--- src/rtl/sync_fifo_ctrl.sv ---
// Single-clock FIFO with registered status flags and sticky overflow/underflow errors; pops return data
// one cycle later, or zero-latency first-word-fall-through when SYNC_FIFO_FWFT_EN is defined.
module sync_fifo_ctrl #(
    parameter int DATASIZE   = 8,
    parameter int ADDRSIZE   = 4,
    parameter int AFULL_LVL  = (1 << ADDRSIZE) - 2,
    parameter int AEMPTY_LVL = 2
) (
    input  logic                clk,
    input  logic                rst_n,
    input  logic                wr_en,
    input  logic [DATASIZE-1:0] wdata,
    input  logic                rd_en,
    output logic [DATASIZE-1:0] rdata,
    output logic                rvalid,
    output logic                full,
    output logic                empty,
    output logic                afull,
    output logic                aempty,
    output logic [ADDRSIZE:0]   count,
    output logic                ovf,
    output logic                udf,
    input  logic                err_clr
);

    localparam int DEPTH = 1 << ADDRSIZE;
    localparam logic [ADDRSIZE:0] DEPTH_W  = (ADDRSIZE+1)'(DEPTH);
    localparam logic [ADDRSIZE:0] AFULL_W  = (ADDRSIZE+1)'(AFULL_LVL);
    localparam logic [ADDRSIZE:0] AEMPTY_W = (ADDRSIZE+1)'(AEMPTY_LVL);

    logic [DATASIZE-1:0] mem [DEPTH];
    logic [ADDRSIZE-1:0] wr_ptr;
    logic [ADDRSIZE-1:0] rd_ptr;
    logic [ADDRSIZE:0]   count_nxt;
    logic                push_acc;
    logic                pop_acc;

    // A pop frees a slot in the same cycle, so a full FIFO can still take a push alongside it.
    assign pop_acc  = rd_en && !empty;
    assign push_acc = wr_en && (!full || pop_acc);

    always_comb begin
        count_nxt = count;
        if (push_acc && !pop_acc)
            count_nxt = count + (ADDRSIZE+1)'(1);
        else if (pop_acc && !push_acc)
            count_nxt = count - (ADDRSIZE+1)'(1);
    end

    always_ff @(posedge clk) begin
        if (rst_n && push_acc)
            mem[wr_ptr] <= wdata;
    end

    always_ff @(posedge clk) begin
        if (!rst_n) begin
            wr_ptr <= '0;
            rd_ptr <= '0;
            count  <= '0;
            full   <= 1'b0;
            empty  <= 1'b1;
            afull  <= 1'b0;
            aempty <= 1'b1;
            ovf    <= 1'b0;
            udf    <= 1'b0;
        end else begin
            if (push_acc)
                wr_ptr <= wr_ptr + ADDRSIZE'(1);
            if (pop_acc)
                rd_ptr <= rd_ptr + ADDRSIZE'(1);
            count  <= count_nxt;
            full   <= (count_nxt == DEPTH_W);
            empty  <= (count_nxt == '0);
            afull  <= (count_nxt >= AFULL_W);
            aempty <= (count_nxt <= AEMPTY_W);
            // Clearing wins over a same-cycle error so software never loses the clear.
            if (err_clr)
                ovf <= 1'b0;
            else if (wr_en && !push_acc)
                ovf <= 1'b1;
            if (err_clr)
                udf <= 1'b0;
            else if (rd_en && empty)
                udf <= 1'b1;
        end
    end

`ifdef SYNC_FIFO_FWFT_EN
    // Head word is masked while empty so stale array contents never leak out.
    assign rdata  = empty ? '0 : mem[rd_ptr];
    assign rvalid = !empty;
`else
    always_ff @(posedge clk) begin
        if (!rst_n) begin
            rdata  <= '0;
            rvalid <= 1'b0;
        end else begin
            rvalid <= pop_acc;
            if (pop_acc)
                rdata <= mem[rd_ptr];
        end
    end
`endif

endmodule

--- config.mk ---
export PLATFORM = sky130hd
export DESIGN_NAME = sync_fifo_ctrl
export DESIGN_NICKNAME = d
export VERILOG_FILES = /design/src/rtl/sync_fifo_ctrl.sv
export SDC_FILE = /design/constraint.sdc
export NUM_CORES = 1
export LEC_CHECK = 0
export ABC_CLOCK_PERIOD_IN_PS = 1900
export CAP_MARGIN = 20
export CELL_PAD_IN_SITES_DETAIL_PLACEMENT = 1
export CELL_PAD_IN_SITES_GLOBAL_PLACEMENT = 1
export CORE_MARGIN = 8
export CORE_UTILIZATION = 40
export CTS_CLUSTER_SIZE = 12
export DETAILED_ROUTE_END_ITERATION = 8
export PLACE_DENSITY_LB_ADDON = 0.12
export REMOVE_ABC_BUFFERS = 1
export SYNTH_ARGS = -nofsm -noshare
export SYNTH_HDL_FRONTEND = slang
export SYNTH_SLANG_ARGS = --single-unit
--- constraint.sdc ---
create_clock -name clk -period 1.9 [get_ports clk]
set_input_delay 0.475 -clock clk [delete_from_list [all_inputs] [get_ports clk]]
set_output_delay 0.475 -clock clk [all_outputs]
set_load 0.005 [all_outputs]
==> summary.md <==
| Metric | Value |
|---|---|
| N_diodes | 0 |
| Clock latency on the worst-skew pair | 420 ps |
| Initial drt markers | 222 |
| Ys async rst share | 0% |
| Drt wl/cell | 21.5 um |
| Port bufs | 32 |
| Placed Area | 6940 sq um |
| Startpoint Class | register |
| Antenna violations before repair | 0 |
| Worst R2R Setup Slack | 60 ps |
| Full die area | 19,500 sq um |
| Worst-path clk slew | 60 ps |
| Sequential element share of the synthesized area | 71.8% |
| DRC Markers | 0 |
| TritonRoute pass-1 iters | 4 |
| Crit share post-route | 96.8% |
| Boundary pin count | 33 |
| Max Fclk | 544 MHz |
| Cell variety after synth | 42 |
| Setup TNS | 0 ps |
| Peak VDD IR | 824 uV |
| Grt met3 use | 4.14% |
| CP endpoint kind | register |
| Required @ worst endpoint | 2210 ps |
| Slew margin rel. | 60.2% |
| Fin. Hold Viols | 0 |
| Area Overhead vs Synth | 24.4% |
| Grt total ovfl | 0 |
| Lkg Pwr | 2.55 nW |
| Crit path DAT | 2150 ps |
| Post-synth EDFFs | 128 |
| Vias/cell | 5.31 |
| Worst Setup Slack, final | 60.9 ps |
| Clk root buf | clkbuf_16 |
| RSZ-0062 raised after global routing | yes |
| Total clock sinks | 156 |
| CTS Buf Count | 17 |
| Clk buf depth | 2 |
| Via count of the routed design | 3,287 |
| Crit path kind | reg -> reg |
| Dpl cells | 581 |
| R2r worst-path depth | 6 |
| Final core occ | 50.6% |
| Synthesized area | 6130 sq um |
| Power Density | 1120 nW/um^2 |
| Core Region | 15,100 sq um |
| Grt peak-use layer | met2 |
| GPL Wtd Cong | 0.747 |
| Met1 Use GR | 18.8% |
| Main synth FF type | edfxtp_1 |
| Worst-Margin Slew | 595 ps |
| Worst-path maximum fanout | 15 |
| GR Util met2 | 23.0% |
| Final setup violation count | 0 |
| Nets@finish | 438 |
| Layout filler cell count | 1,389 |
| Row cnt | 45 |
| Starting Density | 40.6% |
| WL final | 13.3 mm |
| Critical Path Source | rd_ptr[0] |
| Total GRT Usage | 14.5% |
| Chip Height | 140 um |
| Htree depth | 4 |
| Die width | 140 um |
| Final Critical Period | 1840 ps |
| Synth top area share | 62.7% |
| Crit Reg-Reg Endpoint | rdata[5] |
| Leading area contributor after synthesis | edfxtp_1 |
| Number of global-route vias before repair | 3,550 |
| Register Area | 4410 sq um |
| Critical Path End | rdata[5] |
| Post-route insts no fill | 619 |
| CTS tree | built |
| Mean Syn Cell Area | 17.9 sq um |
| Status | completed |
| Area of the multi-input gates | 1670 sq um |
| Layout cells sized above 1 | 31.1% |
| FF+latch count, synth | 156 |
| Post-route ant nets | 0 |
| First-pass GRT wire length | 20.9 mm |
| Final Instance Area | 7630 sq um |
| Clk_skew | 9.82 ps |
| Max Cap Violations | 0 |
| Most frequent cell after synthesis | edfxtp_1 |
| HPWL Detailed | 8.90 mm |
| Synth Warn # | 0 |
| R2R Path Start | rd_ptr[0] |
| Top post-synthesis cells by count | 128 x edfxtp_1, 32 x mux4_2, 28 x dfxtp_1, 22 x nor2_1, 16 x a22oi_1 |
| Largest net degree at the start of global routing | 36 |
| Worst Hold Class | reg -> reg |
| Worst slack, placed | -568 ps |
| Top cells by area, synth | edfxtp_1 63%, mux4_2 12%, dfxtp_1 9.1% |
| Max-slew violations | 0 |
| Synthesized instance count | 342 |
worst min-delay path by stage:
stage	startpoint	endpoint	slack (ps)	cells past startpoint
detailed placement	udf	udf	470	2
floorplan	udf	udf	460	2
finish	udf	udf	480	2
global route	rdata[1]	rdata[1]	500	1
global placement	ovf	ovf	460	2
CTS	udf	udf	490	2
cell families (layout without fill, tap and decap cells):
kind of cell / Yosys count / count (layout) / synth area share (%)
xor+xnor: 8 / 8 / 1.14
buf+inv: 22 / 111 / 1.45
flops: 156 / 156 / 71.8
compound gates: 49 / 49 / 6.02
fa+ha+maj: 7 / 7 / 1.43
mux: 34 / 34 / 12.3
simple gates: 66 / 66 / 5.82
metal layers:
metal | vias to the layer above | wire (um)
met1 | 1716 | 6150
met3 | 8 | 561
met5 | - | 0
met4 | 0 | 116
li1 | 1513 | -
met2 | 50 | 6480
state kept, by name (all words and copies together) (netlist names):
| register | flops |
|---|---|
| aempty | 1 |
| afull | 1 |
| count | 5 |
| empty | 1 |
| full | 1 |
| mem | 128 |
| ovf | 1 |
| rd_ptr | 4 |
| rdata | 8 |
| rvalid | 1 |
| udf | 1 |
| wr_ptr | 4 |
critical path, stage by stage (launching register included):
cell     delay, ps
dfxtp_4        370
buf_12         170
buf_4          130
mux4_2         490
a22oi_2        220
a21oi_1        120
a31o_2         220
layout by cell type, fill, tap and decap left out, types with 10 or more instances in the layout:
cell type	n
mux4_2	32
a21oi_1	12
nor2_1	22
clkbuf_16	17
and2_1	10
a22oi_1	11
edfxtp_1	128
buf_4	37
clkdlybuf4s50_1	28
dfxtp_1	23
where the power goes:
part | total (W) | switching (W) | leakage [nW] | internal, W
Sequential | 0.00389 | 0.0000806 | 1.38 | 0.00381
Clock | 0.00342 | 0.00135 | 0.281 | 0.00207
Combinational | 0.00123 | 0.000554 | 0.887 | 0.000674
Total | 0.00854 | 0.00198 | 2.55 | 0.00656
layout make-up:
type | instances | share of cell area [%]
clock buffer | 18 | 5.62
multi-input combinational | 164 | 21.9
tap | 188 | 3.08
sequential | 156 | 57.8
timing repair buffer | 74 | 9.07
clock inverter | 14 | 2.21
inverter | 5 | 0.246
what timing repair did:
action / CTS / global route
gates resized for setup: 10 / 7
setup endpoints to repair: 139 / 7
pin swaps: 4 / 0
setup buffers: 3 / 3
hold buffers: 0 / 0
through the flow:
stage                     hold WS [ps]  total power (W)
final                              479          0.00854
after global placement             457          0.00514
after detailed placement           469          0.00515
after global routing               503          0.00887
after floorplan                    460          0.00460
after CTS                          487          0.00862
Power figures use the tool's default switching activity.
